**src/rtl/qspi_cmd_pkg.sv**
```systemverilog
// qspi_cmd_pkg
//   Shared definitions for the QSPI command sequencer: frame opcodes,
//   the sequencer state encoding and the byte the slave sends when no
//   read data is ready.
package qspi_cmd_pkg;

    localparam logic [7:0] OP_NOP   = 8'h00;
    localparam logic [7:0] OP_WRITE = 8'h01;
    localparam logic [7:0] OP_READ  = 8'h02;

    // Byte the slave shifts out on an underrun; the sequencer never drives it.
    localparam logic [7:0] TX_FILL  = 8'hFF;

    typedef enum logic [2:0] {
        ST_IDLE     = 3'd0,
        ST_ADDR     = 3'd1,
        ST_LEN      = 3'd2,
        ST_WR_DATA  = 3'd3,
        ST_RD_FETCH = 3'd4,
        ST_RD_WAIT  = 3'd5,
        ST_RD_HOLD  = 3'd6,
        ST_DRAIN    = 3'd7
    } state_t;

endpackage

```
**src/rtl/qspi_tx_stage.sv**
```systemverilog
// qspi_tx_stage
//   One-entry holding register between the sequencer and the slave's
//   transmit shifter.
//   Ports:
//     i_clk, i_reset     clock, synchronous active-high reset
//     i_load, i_load_data  capture a fetched read byte
//     i_tx_req           slave takes the held byte (consume)
//     i_flush            drop the held byte (frame aborted)
//     o_tx_data          held byte, 0x00 whenever nothing is held
//     o_tx_valid         a byte is held
//     o_tx_underrun      one-cycle pulse: i_tx_req arrived with nothing held
module qspi_tx_stage (
    input  logic       i_clk,
    input  logic       i_reset,
    input  logic       i_load,
    input  logic [7:0] i_load_data,
    input  logic       i_tx_req,
    input  logic       i_flush,
    output logic [7:0] o_tx_data,
    output logic       o_tx_valid,
    output logic       o_tx_underrun
);

    logic [7:0] r_data;
    logic       r_valid;
    logic       r_underrun;

    always_ff @(posedge i_clk) begin
        if (i_reset) begin
            r_data     <= 8'h00;
            r_valid    <= 1'b0;
            r_underrun <= 1'b0;
        end else begin
            r_underrun <= i_tx_req && !r_valid;
            // Flush and consume both empty the stage; data returns to 0x00.
            if (i_flush || (i_tx_req && r_valid)) begin
                r_data  <= 8'h00;
                r_valid <= 1'b0;
            end else if (i_load) begin
                r_data  <= i_load_data;
                r_valid <= 1'b1;
            end
        end
    end

    assign o_tx_data     = r_data;
    assign o_tx_valid    = r_valid;
    assign o_tx_underrun = r_underrun;

endmodule

```
**src/rtl/qspi_cmd_sequencer.sv**
```systemverilog
// qspi_cmd_sequencer
//   Parses chip-select framed QSPI byte streams (opcode, address, length,
//   data) and turns them into register write strobes or prefetched register
//   reads handed to the slave's transmit shifter.
//   Ports:
//     i_clk, i_reset        clock, synchronous active-high reset
//     i_cs_active           chip select, high while a frame is open
//     i_rx_valid, i_rx_data received byte strobe and value
//     i_tx_req              slave latches o_tx_data
//     o_tx_data, o_tx_valid read byte offered to the slave
//     o_reg_addr/wdata/we/re register bus; i_reg_rdata valid one cycle after o_reg_re
//     o_frame_done          pulse: frame completed all N transfers
//     o_frame_err           pulse: frame rejected or aborted
//     o_tx_underrun         pulse: i_tx_req with o_tx_valid low
//     o_dbg_state           current sequencer state
//   Handshakes: every strobe (rx_valid, tx_req, reg_we, reg_re and the
//   pulses) is a single-cycle event with no back-pressure; a byte is taken
//   in the cycle its strobe is high.
module qspi_cmd_sequencer
    import qspi_cmd_pkg::*;
#(
    parameter int ADDR_W    = 8,
    parameter int BURST_MAX = 16
) (
    input  logic              i_clk,
    input  logic              i_reset,
    input  logic              i_cs_active,
    input  logic              i_rx_valid,
    input  logic [7:0]        i_rx_data,
    input  logic              i_tx_req,
    output logic [7:0]        o_tx_data,
    output logic              o_tx_valid,
    output logic [ADDR_W-1:0] o_reg_addr,
    output logic [7:0]        o_reg_wdata,
    output logic              o_reg_we,
    output logic              o_reg_re,
    input  logic [7:0]        i_reg_rdata,
    output logic              o_frame_done,
    output logic              o_frame_err,
    output logic              o_tx_underrun,
    output logic [2:0]        o_dbg_state
);

    localparam int         CNT_W   = $clog2(BURST_MAX + 1);
    localparam logic [7:0] LEN_MAX = 8'(BURST_MAX);

    state_t            r_state;
    logic              r_is_read;
    logic [ADDR_W-1:0] r_addr;
    logic [CNT_W-1:0]  r_count;
    logic [ADDR_W-1:0] r_reg_addr;
    logic [7:0]        r_reg_wdata;
    logic              r_reg_we;
    logic              r_reg_re;
    logic              r_frame_done;
    logic              r_frame_err;

    logic w_len_bad;
    logic w_tx_load;
    logic w_tx_flush;
    logic w_consume;

    assign w_len_bad  = (i_rx_data == 8'h00) || (i_rx_data > LEN_MAX);
    // Read data arrives in RD_WAIT, one cycle after the RD_FETCH strobe.
    assign w_tx_load  = (r_state == ST_RD_WAIT) && i_cs_active;
    assign w_tx_flush = !i_cs_active;
    assign w_consume  = (r_state == ST_RD_HOLD) && i_cs_active && i_tx_req && o_tx_valid;

    always_ff @(posedge i_clk) begin
        if (i_reset) begin
            r_state      <= ST_IDLE;
            r_is_read    <= 1'b0;
            r_addr       <= '0;
            r_count      <= '0;
            r_reg_addr   <= '0;
            r_reg_wdata  <= 8'h00;
            r_reg_we     <= 1'b0;
            r_reg_re     <= 1'b0;
            r_frame_done <= 1'b0;
            r_frame_err  <= 1'b0;
        end else begin
            r_reg_we     <= 1'b0;
            r_reg_re     <= 1'b0;
            r_frame_done <= 1'b0;
            r_frame_err  <= 1'b0;
            // Chip-select release beats any byte arriving in the same cycle.
            if (!i_cs_active) begin
                if (r_state != ST_IDLE && r_state != ST_DRAIN)
                    r_frame_err <= 1'b1;
                r_state <= ST_IDLE;
            end else begin
                case (r_state)
                    ST_IDLE: if (i_rx_valid) begin
                        if (i_rx_data == OP_WRITE || i_rx_data == OP_READ) begin
                            r_is_read <= (i_rx_data == OP_READ);
                            r_state   <= ST_ADDR;
                        end else begin
                            r_frame_err <= (i_rx_data != OP_NOP);
                            r_state     <= ST_DRAIN;
                        end
                    end
                    ST_ADDR: if (i_rx_valid) begin
                        r_addr  <= ADDR_W'(i_rx_data);
                        r_state <= ST_LEN;
                    end
                    ST_LEN: if (i_rx_valid) begin
                        if (w_len_bad) begin
                            r_frame_err <= 1'b1;
                            r_state     <= ST_DRAIN;
                        end else begin
                            r_count <= CNT_W'(i_rx_data);
                            if (r_is_read) begin
                                // Strobe is registered so it is high while in RD_FETCH.
                                r_reg_re   <= 1'b1;
                                r_reg_addr <= r_addr;
                                r_state    <= ST_RD_FETCH;
                            end else begin
                                r_state <= ST_WR_DATA;
                            end
                        end
                    end
                    ST_WR_DATA: if (i_rx_valid) begin
                        r_reg_we    <= 1'b1;
                        r_reg_wdata <= i_rx_data;
                        r_reg_addr  <= r_addr;
                        r_addr      <= r_addr + ADDR_W'(1);
                        r_count     <= r_count - CNT_W'(1);
                        if (r_count == CNT_W'(1)) begin
                            r_frame_done <= 1'b1;
                            r_state      <= ST_DRAIN;
                        end
                    end
                    ST_RD_FETCH: r_state <= ST_RD_WAIT;
                    ST_RD_WAIT:  r_state <= ST_RD_HOLD;
                    ST_RD_HOLD: if (w_consume) begin
                        r_addr  <= r_addr + ADDR_W'(1);
                        r_count <= r_count - CNT_W'(1);
                        if (r_count == CNT_W'(1)) begin
                            r_frame_done <= 1'b1;
                            r_state      <= ST_DRAIN;
                        end else begin
                            r_reg_re   <= 1'b1;
                            r_reg_addr <= r_addr + ADDR_W'(1);
                            r_state    <= ST_RD_FETCH;
                        end
                    end
                    ST_DRAIN: r_state <= ST_DRAIN;
                    default:  r_state <= ST_IDLE;
                endcase
            end
        end
    end

    qspi_tx_stage u_tx_stage (
        .i_clk         (i_clk),
        .i_reset       (i_reset),
        .i_load        (w_tx_load),
        .i_load_data   (i_reg_rdata),
        .i_tx_req      (i_tx_req),
        .i_flush       (w_tx_flush),
        .o_tx_data     (o_tx_data),
        .o_tx_valid    (o_tx_valid),
        .o_tx_underrun (o_tx_underrun)
    );

    assign o_reg_addr   = r_reg_addr;
    assign o_reg_wdata  = r_reg_wdata;
    assign o_reg_we     = r_reg_we;
    assign o_reg_re     = r_reg_re;
    assign o_frame_done = r_frame_done;
    assign o_frame_err  = r_frame_err;
    assign o_dbg_state  = r_state;

endmodule

```
**config.mk**
```make
export PLATFORM = sky130hd
export DESIGN_NAME = qspi_cmd_sequencer
export DESIGN_NICKNAME = d
export VERILOG_FILES = /design/src/rtl/qspi_cmd_pkg.sv /design/src/rtl/qspi_tx_stage.sv /design/src/rtl/qspi_cmd_sequencer.sv
export SDC_FILE = /design/constraint.sdc
export NUM_CORES = 1
export LEC_CHECK = 0
export CAP_MARGIN = 20
export CELL_PAD_IN_SITES_DETAIL_PLACEMENT = 0
export CELL_PAD_IN_SITES_GLOBAL_PLACEMENT = 1
export CORE_MARGIN = 1
export CORE_UTILIZATION = 38
export CTS_BUF_LIST = sky130_fd_sc_hd__clkbuf_2
export DETAILED_ROUTE_END_ITERATION = 7
export GPL_ROUTABILITY_DRIVEN = 0
export PLACE_DENSITY_LB_ADDON = 0.1
export SKIP_LAST_GASP = 1
export SYNTH_ARGS = -nofsm -noshare
export SYNTH_HDL_FRONTEND = slang
export SYNTH_SLANG_ARGS = --single-unit
```
**constraint.sdc**
```tcl
create_clock -name i_clk -period 2.5 [get_ports i_clk]
set_clock_uncertainty 0.2 [all_clocks]
set_input_delay 0.75 -clock i_clk [delete_from_list [all_inputs] [get_ports i_clk]]
set_output_delay 0.75 -clock i_clk [all_outputs]
set_load 0.01 [all_outputs]
```
Word level (Yosys, flattened, before mapping)
Index checks and enable logic that the tools add are counted.
{"block": "totals", "romBits": 0, "memories": 0, "word_cells": 110, "input_bits": 21, "regBits": 47, "output_inout_bits": 33, "latchBits": 0, "ramBits": 0}
{"block": "op_classes", "addsub": 2, "n_bitwise": 2, "n_mul": 0, "div_mod_pow": 0, "shift": 0, "reduce_logical": 27, "eq_ne": 20, "mux": 45, "order_cmp": 1}
{"cell": "$mux W8", "count": 9}
{"cell": "$pmux W8 S3", "count": 2}
{"cell": "$mux W3", "count": 9}
{"cell": "$pmux W3 S8", "count": 1}
{"cell": "$mux W5", "count": 4}
{"cell": "$ne A2 B2 Y1 const B", "count": 9}
{"cell": "$mux W1", "count": 15}
{"cell": "$pmux W5 S3", "count": 1}
{"cell": "$eq A3 B3 Y1 const B", "count": 4}
{"cell": "$reduce_and A6 Y1", "count": 2}
{"cell": "$reduce_bool A3 Y1", "count": 3}
{"cell": "$add A8 B1 Y8 const B", "count": 1}
{"cell": "$eq A8 B1 Y1 const B", "count": 1}
{"cell": "$eq A8 B2 Y1 const B", "count": 1}
{"cell": "$gt A8 B5 Y1 const B", "count": 1}
{"cell": "$logic_not A8 Y1", "count": 1}
{"cell": "$reduce_and A8 Y1", "count": 1}
{"cell": "$reduce_bool A8 Y1", "count": 1}
{"cell": "$logic_and A1 B1 Y1", "count": 7}
{"cell": "$eq A3 B2 Y1 const B", "count": 2}
{"cell": "$pmux W1 S2", "count": 3}
{"cell": "$eq A5 B1 Y1 const B", "count": 1}
{"cell": "$reduce_and A5 Y1", "count": 1}
{"cell": "$sub A5 B1 Y5 const B", "count": 1}
{"cell": "11 further kinds", "count": 16}

Logic depth before layout (Yosys ltp)
Gate-level depths: netlist of the first run.
{"block": "depth", "word_depth": 6, "ltp_mapped": 9, "ltp_nobuf": 7}

By module
Synthesis of the first run repeated with hierarchy kept, for this count alone.
{"block": "unflattened", "hier_cells": 290, "area_unflattened_um2": 2428.6}
{"module": "qspi_cmd_sequencer", "n_inst": 1, "seq_area_each_um2": 740.7, "cells_per_inst": 258, "area_each_um2": 2078.2}
{"module": "qspi_tx_stage", "n_inst": 1, "seq_area_each_um2": 200.2, "cells_per_inst": 32, "area_each_um2": 350.3}

Worst setup path before layout of the first run
OpenSTA, ideal clock, no wires.
{"block": "synth_path", "path_kind": "input to register", "from": "input port i_rx_data[1]", "to": "register r_state[0] (netlist: o_dbg_state[0])", "setup_ns": 0.091, "required_ns": 2.209, "path_slack_ns": 0.171, "n_path_buf": 0, "t_arrival_ns": 2.038, "path_stages": 5, "cell_sequence": "nor4_4 -> mux2i_1 -> o21ai_0 -> o2bb2ai_1 -> a311oi_1"}
{"block": "synth_between", "elab_chain_cells": 5, "word_cells_on_any_way": 6, "cone_classes": "order compare: 1; mux: 3; reduce/logical: 2"}
{"item": "start: declaration", "line_no": "qspi_cmd_sequencer.sv:29", "source": "input logic [7:0] i_rx_data,"}
{"item": "$gt A8 B5 Y1 / $logic_not A8 Y1 (equally long branches)", "line_no": "qspi_cmd_sequencer.sv:63", "source": "assign w_len_bad = (i_rx_data == 8'h00) || (i_rx_data > LEN_MAX);"}
{"item": "$logic_or A1 B1 Y1 (*)", "line_no": "qspi_cmd_sequencer.sv:63"}
{"item": "$mux W3 (*)", "line_no": "qspi_cmd_sequencer.sv:107", "source": "if (w_len_bad) begin"}
{"item": "$mux W3 (*)", "line_no": "qspi_cmd_sequencer.sv:106", "source": "ST_LEN: if (i_rx_valid) begin"}
{"item": "$pmux W3 S8 (*)", "line_no": "qspi_cmd_sequencer.sv:92", "source": "case (r_state)"}
{"item": "end signal: assignment", "line_no": "qspi_cmd_sequencer.sv:90", "source": "r_state <= ST_IDLE;"}
{"item": "end signal: assignment", "line_no": "qspi_cmd_sequencer.sv:96", "source": "r_state <= ST_ADDR;"}
{"item": "end signal: assignment", "line_no": "qspi_cmd_sequencer.sv:109", "source": "r_state <= ST_DRAIN;"}
{"item": "end: declaration", "line_no": "qspi_cmd_sequencer.sv:47", "source": "state_t r_state;"}
Every way passes the cells marked *; elsewhere a longest branch is shown, timed or not. The select of a mux whose other input is x is not followed.
A chain may end at the register's enable or synchronous reset.

Worst setup path after layout of the first run
{"block": "layout_path", "from": "input port i_rx_data[6]", "to": "register r_is_read"}
{"block": "layout_between", "elab_chain_cells": 3, "word_cells_on_any_way": 4, "cone_classes": "eq/ne: 2; reduce/logical: 2"}
{"item": "$eq A8 B1 Y1 / $eq A8 B2 Y1 (equally long branches)", "line_no": "qspi_cmd_sequencer.sv:94, qspi_cmd_sequencer.sv:95"}
{"item": "$logic_or A1 B1 Y1", "line_no": "qspi_cmd_sequencer.sv:94", "source": "if (i_rx_data == OP_WRITE || i_rx_data == OP_READ) begin"}
{"item": "$reduce_and A4 Y1 (no line)"}
{"item": "end signal: assignment", "line_no": "qspi_cmd_sequencer.sv:95", "source": "r_is_read <= (i_rx_data == OP_READ);"}
{"item": "end: declaration", "line_no": "qspi_cmd_sequencer.sv:48", "source": "logic r_is_read;"}
Parallel ways exist; a longest one is shown, timed or not.

==> impl_results.md, run 1 <==
- Outcome: finished clean
- Grt total ovfl: 0
- Synth Warn #: 0
- Initial antenna violation count: 0
- Critical Path End Type: flip-flop
- DR iter-0 viols: 140
- Post-CTS Hold Buffers: 0
- H-tree depth: 2
- Post-synth EDFFs: 0
- Period minus WS final: 2.448 ns
- Sequential area share after synthesis: 38.68%
- Reg2reg start: r_count[0]$_SDFFE_PP0P_
- Sw frac: approximately a quarter
- Multi-input gate area: 1411 um^2
- HPWL Detailed: between 4 and 5 mm
- Flop pwr share: 51.1%
- Distinct cell type count after synthesis: 50
- Core Util, Final: 56.21%
- ANT cells: 0
- TritonRoute pass-1 iters: 4
- Rows: 28
- Commonest non-fill, non-tap cells in the layout: 51 x clkdlybuf4s50_1, 44 x nor2_1, 43 x dfxtp_1, 38 x buf_4, 36 x nand2_1
- Achievable Freq: 408.5 MHz
- Placed insts: about 450
- DRC: 0
- Detail Route Antenna Nets: 0
- Peak supply drop: 0.2501 mV
- GR Util met2: 32.89%
- First-pass GRT wire length: around 11 mm
- Count of pins over their slew limit: 0
- FF+latch count, synth: 47
- Power Internal: 1.150 mW
- GRT Overall Usage: between 20% and 30%
- Leakage power: 1.239 nW
- Combinational power share: 14.5%
- Global routing's busiest layer: met2
- HP Start: u_tx_stage.o_tx_data[5]$_SDFFE_PP0P_
- CTS tree: done
- Hold EP: u_tx_stage.o_tx_data[5]$_SDFFE_PP0P_
- Later-pin clock latency in the skew report: 0.42 ns
- Worst reg-to-reg path cell count: 6
- Starting Density: 40.13%
- Finished Layout Cells: 462
- Die H: 82.01 um
- DP Area: 3286 um^2
- Worst-path clk slew: about 0.24 ns
- Pin count of the biggest net entering global routing: 30
- Avg Cell Area, Syn: 8.001 um^2
- FF-to-FF End: o_reg_addr[4]$_SDFFE_PP0P_
- Synth Flop Type: dfxtp_1
- Max cap viols: 0
- Post-Synthesis Cells: a little over 300
- Post-Syn Area: 2432 um^2
- Slew headroom: 70.35%
- Routed wire per std cell: between 10 and 15 um
- Die Wd: slightly above 80 um
- Pwr dens: 447.9 nW/um^2
- Root Driver: clkbuf_2
- R2R setup slack: 0.27 ns
- Vias in the first global route: 2,301
- Met3 Use GR: 4.556%
- Ports: 54
- Final net count: 410
- Core Area: 6061 um^2
- DR vias: 2,445
- CP Data Required Time: 2.64 ns
- FFs w/ async S/R, synth: 0%
- Least-Margin Pin Slew: around 0.44 ns
- CP startpoint kind: input port
- Syn nets: approximately 330
- WP data arrival: 2.59 ns
- Fin crit share: 97.93%
- RSZ-0062 raised after global routing: true
- Worst Hold Depth: 2
- CP Class: input port to flip-flop
- HP Class: flip-flop to flip-flop
- FF/Latch Area: 948.4 um^2
- Clock power frac: 34.4%
- Layout cell share with drive strength beyond 1: between 15 and 20%
- P&R area growth vs syn: 40.07%
- Setup TNS: 0 ns
- IO Port Bufs: 53
- DRT Wirelength: between 6 and 7 mm
- Post-CTS resize count: 5
- Crit path max fanout: 3
- Final Cell Area: 3407 um^2
- Final hold vios: 0
- Switching power: 0.3759 mW
- Setup violations, final: 0
- CTS sink cnt: 47
- FILL cells: 610
- Post CTS Setup Buffer Count: 0
- Most common cell after layout, fill and taps aside: clkdlybuf4s50_1
- GR Layer Usage met1: 28.20%
- Full die area: around 6700 um^2
- Clock Path Buffers: 2
- Cts bufs inserted: 5
- Vias/cell: 5.292
critical path, stage by stage:
cell,delay [ns]
clkdlybuf4s50_1,0.51
nor4_4,0.30
buf_4,0.16
and3_1,0.17
or3b_2,0.45
mux2i_1,0.17
a21oi_1,0.08
through the flow:
step	total power, mW	hold WS, ns	setup WS (ns)
3_5_place_dp	1.013	0.2465	-0.4830
3_3_place_gp	1.011	0.2408	-0.4516
6_report	1.526	0.2688	0.05174
4_1_cts	1.547	0.2729	-0.004801
5_1_grt	1.596	0.2939	-0.06978
2_1_floorplan	0.8904	0.2450	0.1707
per-layer routing:
layer,share of wire (%),up-vias
met4,1.6,0
met3,4.3,12
met1,49,1123
met2,45,67
li1,-,1243
met5,0,-
layout make-up:
type	instances	area share [%]
Clock inverter	2	1.763
Clock buffer	6	0.8814
Inverter	6	0.6610
Multi-Input combinational cell	234	41.42
Sequential cell	47	27.84
Tap cell	75	2.754
Timing Repair Buffer	92	24.68
registers in the layout, summed over array words and instances, names as in the netlist:
signal,cells
r_addr,8
o_reg_addr,8
o_reg_wdata,8
r_count,5
r_is_read,1
u_tx_stage.o_tx_underrun,1
u_tx_stage.o_tx_valid,1
o_reg_we,1
o_reg_re,1
o_frame_done,1
u_tx_stage.o_tx_data,8
o_dbg_state,3
o_frame_err,1
logic make-up (layout without fill, tap and decap cells):
group	after synthesis	count (layout)	share of synthesized area, %
AO/OA/AOI/OAI	80	80	21.97
flip-flops	47	47	38.68
adder cells (fa/ha/maj)	3	3	1.543
buffers and inverters	23	106	4.064
XOR/XNOR	10	10	3.601
AND/OR/NAND/NOR	133	133	26.85
multiplexers	8	8	3.292
synthesized netlist by cell type (2+ instances only):
library cell	count	area share, %
nor2b_1	6	1.5
nand3b_1	2	0.62
xnor2_1	7	2.5
a21oi_1	24	4.9
ha_1	3	1.5
clkbuf_1	11	1.7
or3_1	4	1.0
nand2b_1	5	1.3
nor2_2	2	0.51
nor3_1	4	0.82
a311oi_1	5	1.8
a211oi_1	7	2.2
xor2_1	3	1.1
and2_1	2	0.51
o211ai_1	2	0.62
a22oi_1	5	1.5
nand2_1	36	5.6
and3_1	4	1.0
a211oi_2	2	1.0
inv_1	6	0.93
dfxtp_1	47	39
or3b_2	2	0.72
nand3_1	11	2.3
nor2_1	44	6.8
buf_2	4	0.82
mux2i_1	8	3.3
nor3b_1	2	0.62
nand4_1	4	1.0
o21ai_0	16	3.3
o31ai_1	6	1.9
worst max path at each step:
stage	to	slack (ns)	startpoint	depth (start not counted)
global placement	o_dbg_state[0]$_SDFFE_PP0P_	-0.45	i_rx_data[1]	6
CTS	o_dbg_state[2]	-0.005	o_dbg_state[2]$_SDFFE_PP0P_	1
finish	r_is_read$_SDFFE_PP0P_	0.05	i_rx_data[6]	7
global route	o_dbg_state[0]$_SDFFE_PP0P_	-0.07	i_rx_data[1]	6
floorplan	o_dbg_state[0]$_SDFFE_PP0P_	0.17	i_rx_data[1]	5
detailed placement	o_reg_addr[4]$_SDFFE_PP0P_	-0.48	i_rx_data[5]	7
power by group through the flow:
stage | Clock (mW) | Combinational, mW | Sequential [mW]
2_1_floorplan | 0 | 0.100 | 0.790
3_3_place_gp | 0 | 0.218 | 0.793
3_5_place_dp | 0 | 0.219 | 0.793
4_1_cts | 0.545 | 0.222 | 0.780
5_1_grt | 0.569 | 0.244 | 0.783
6_report | 0.525 | 0.222 | 0.779
No activity file was read; power rests on OpenSTA's default activity.
==> run 2, diff against run 1 <==
--- a/config.mk
+++ b/config.mk
@@ -5,7 +5,6 @@
 export SDC_FILE = /design/constraint.sdc
 export NUM_CORES = 1
 export LEC_CHECK = 0
-export CAP_MARGIN = 20
 export CELL_PAD_IN_SITES_DETAIL_PLACEMENT = 0
 export CELL_PAD_IN_SITES_GLOBAL_PLACEMENT = 1
 export CORE_MARGIN = 1
==> results of run 2 <==
Same layout as run 1: the final DEF is identical, and so are final timing and power.
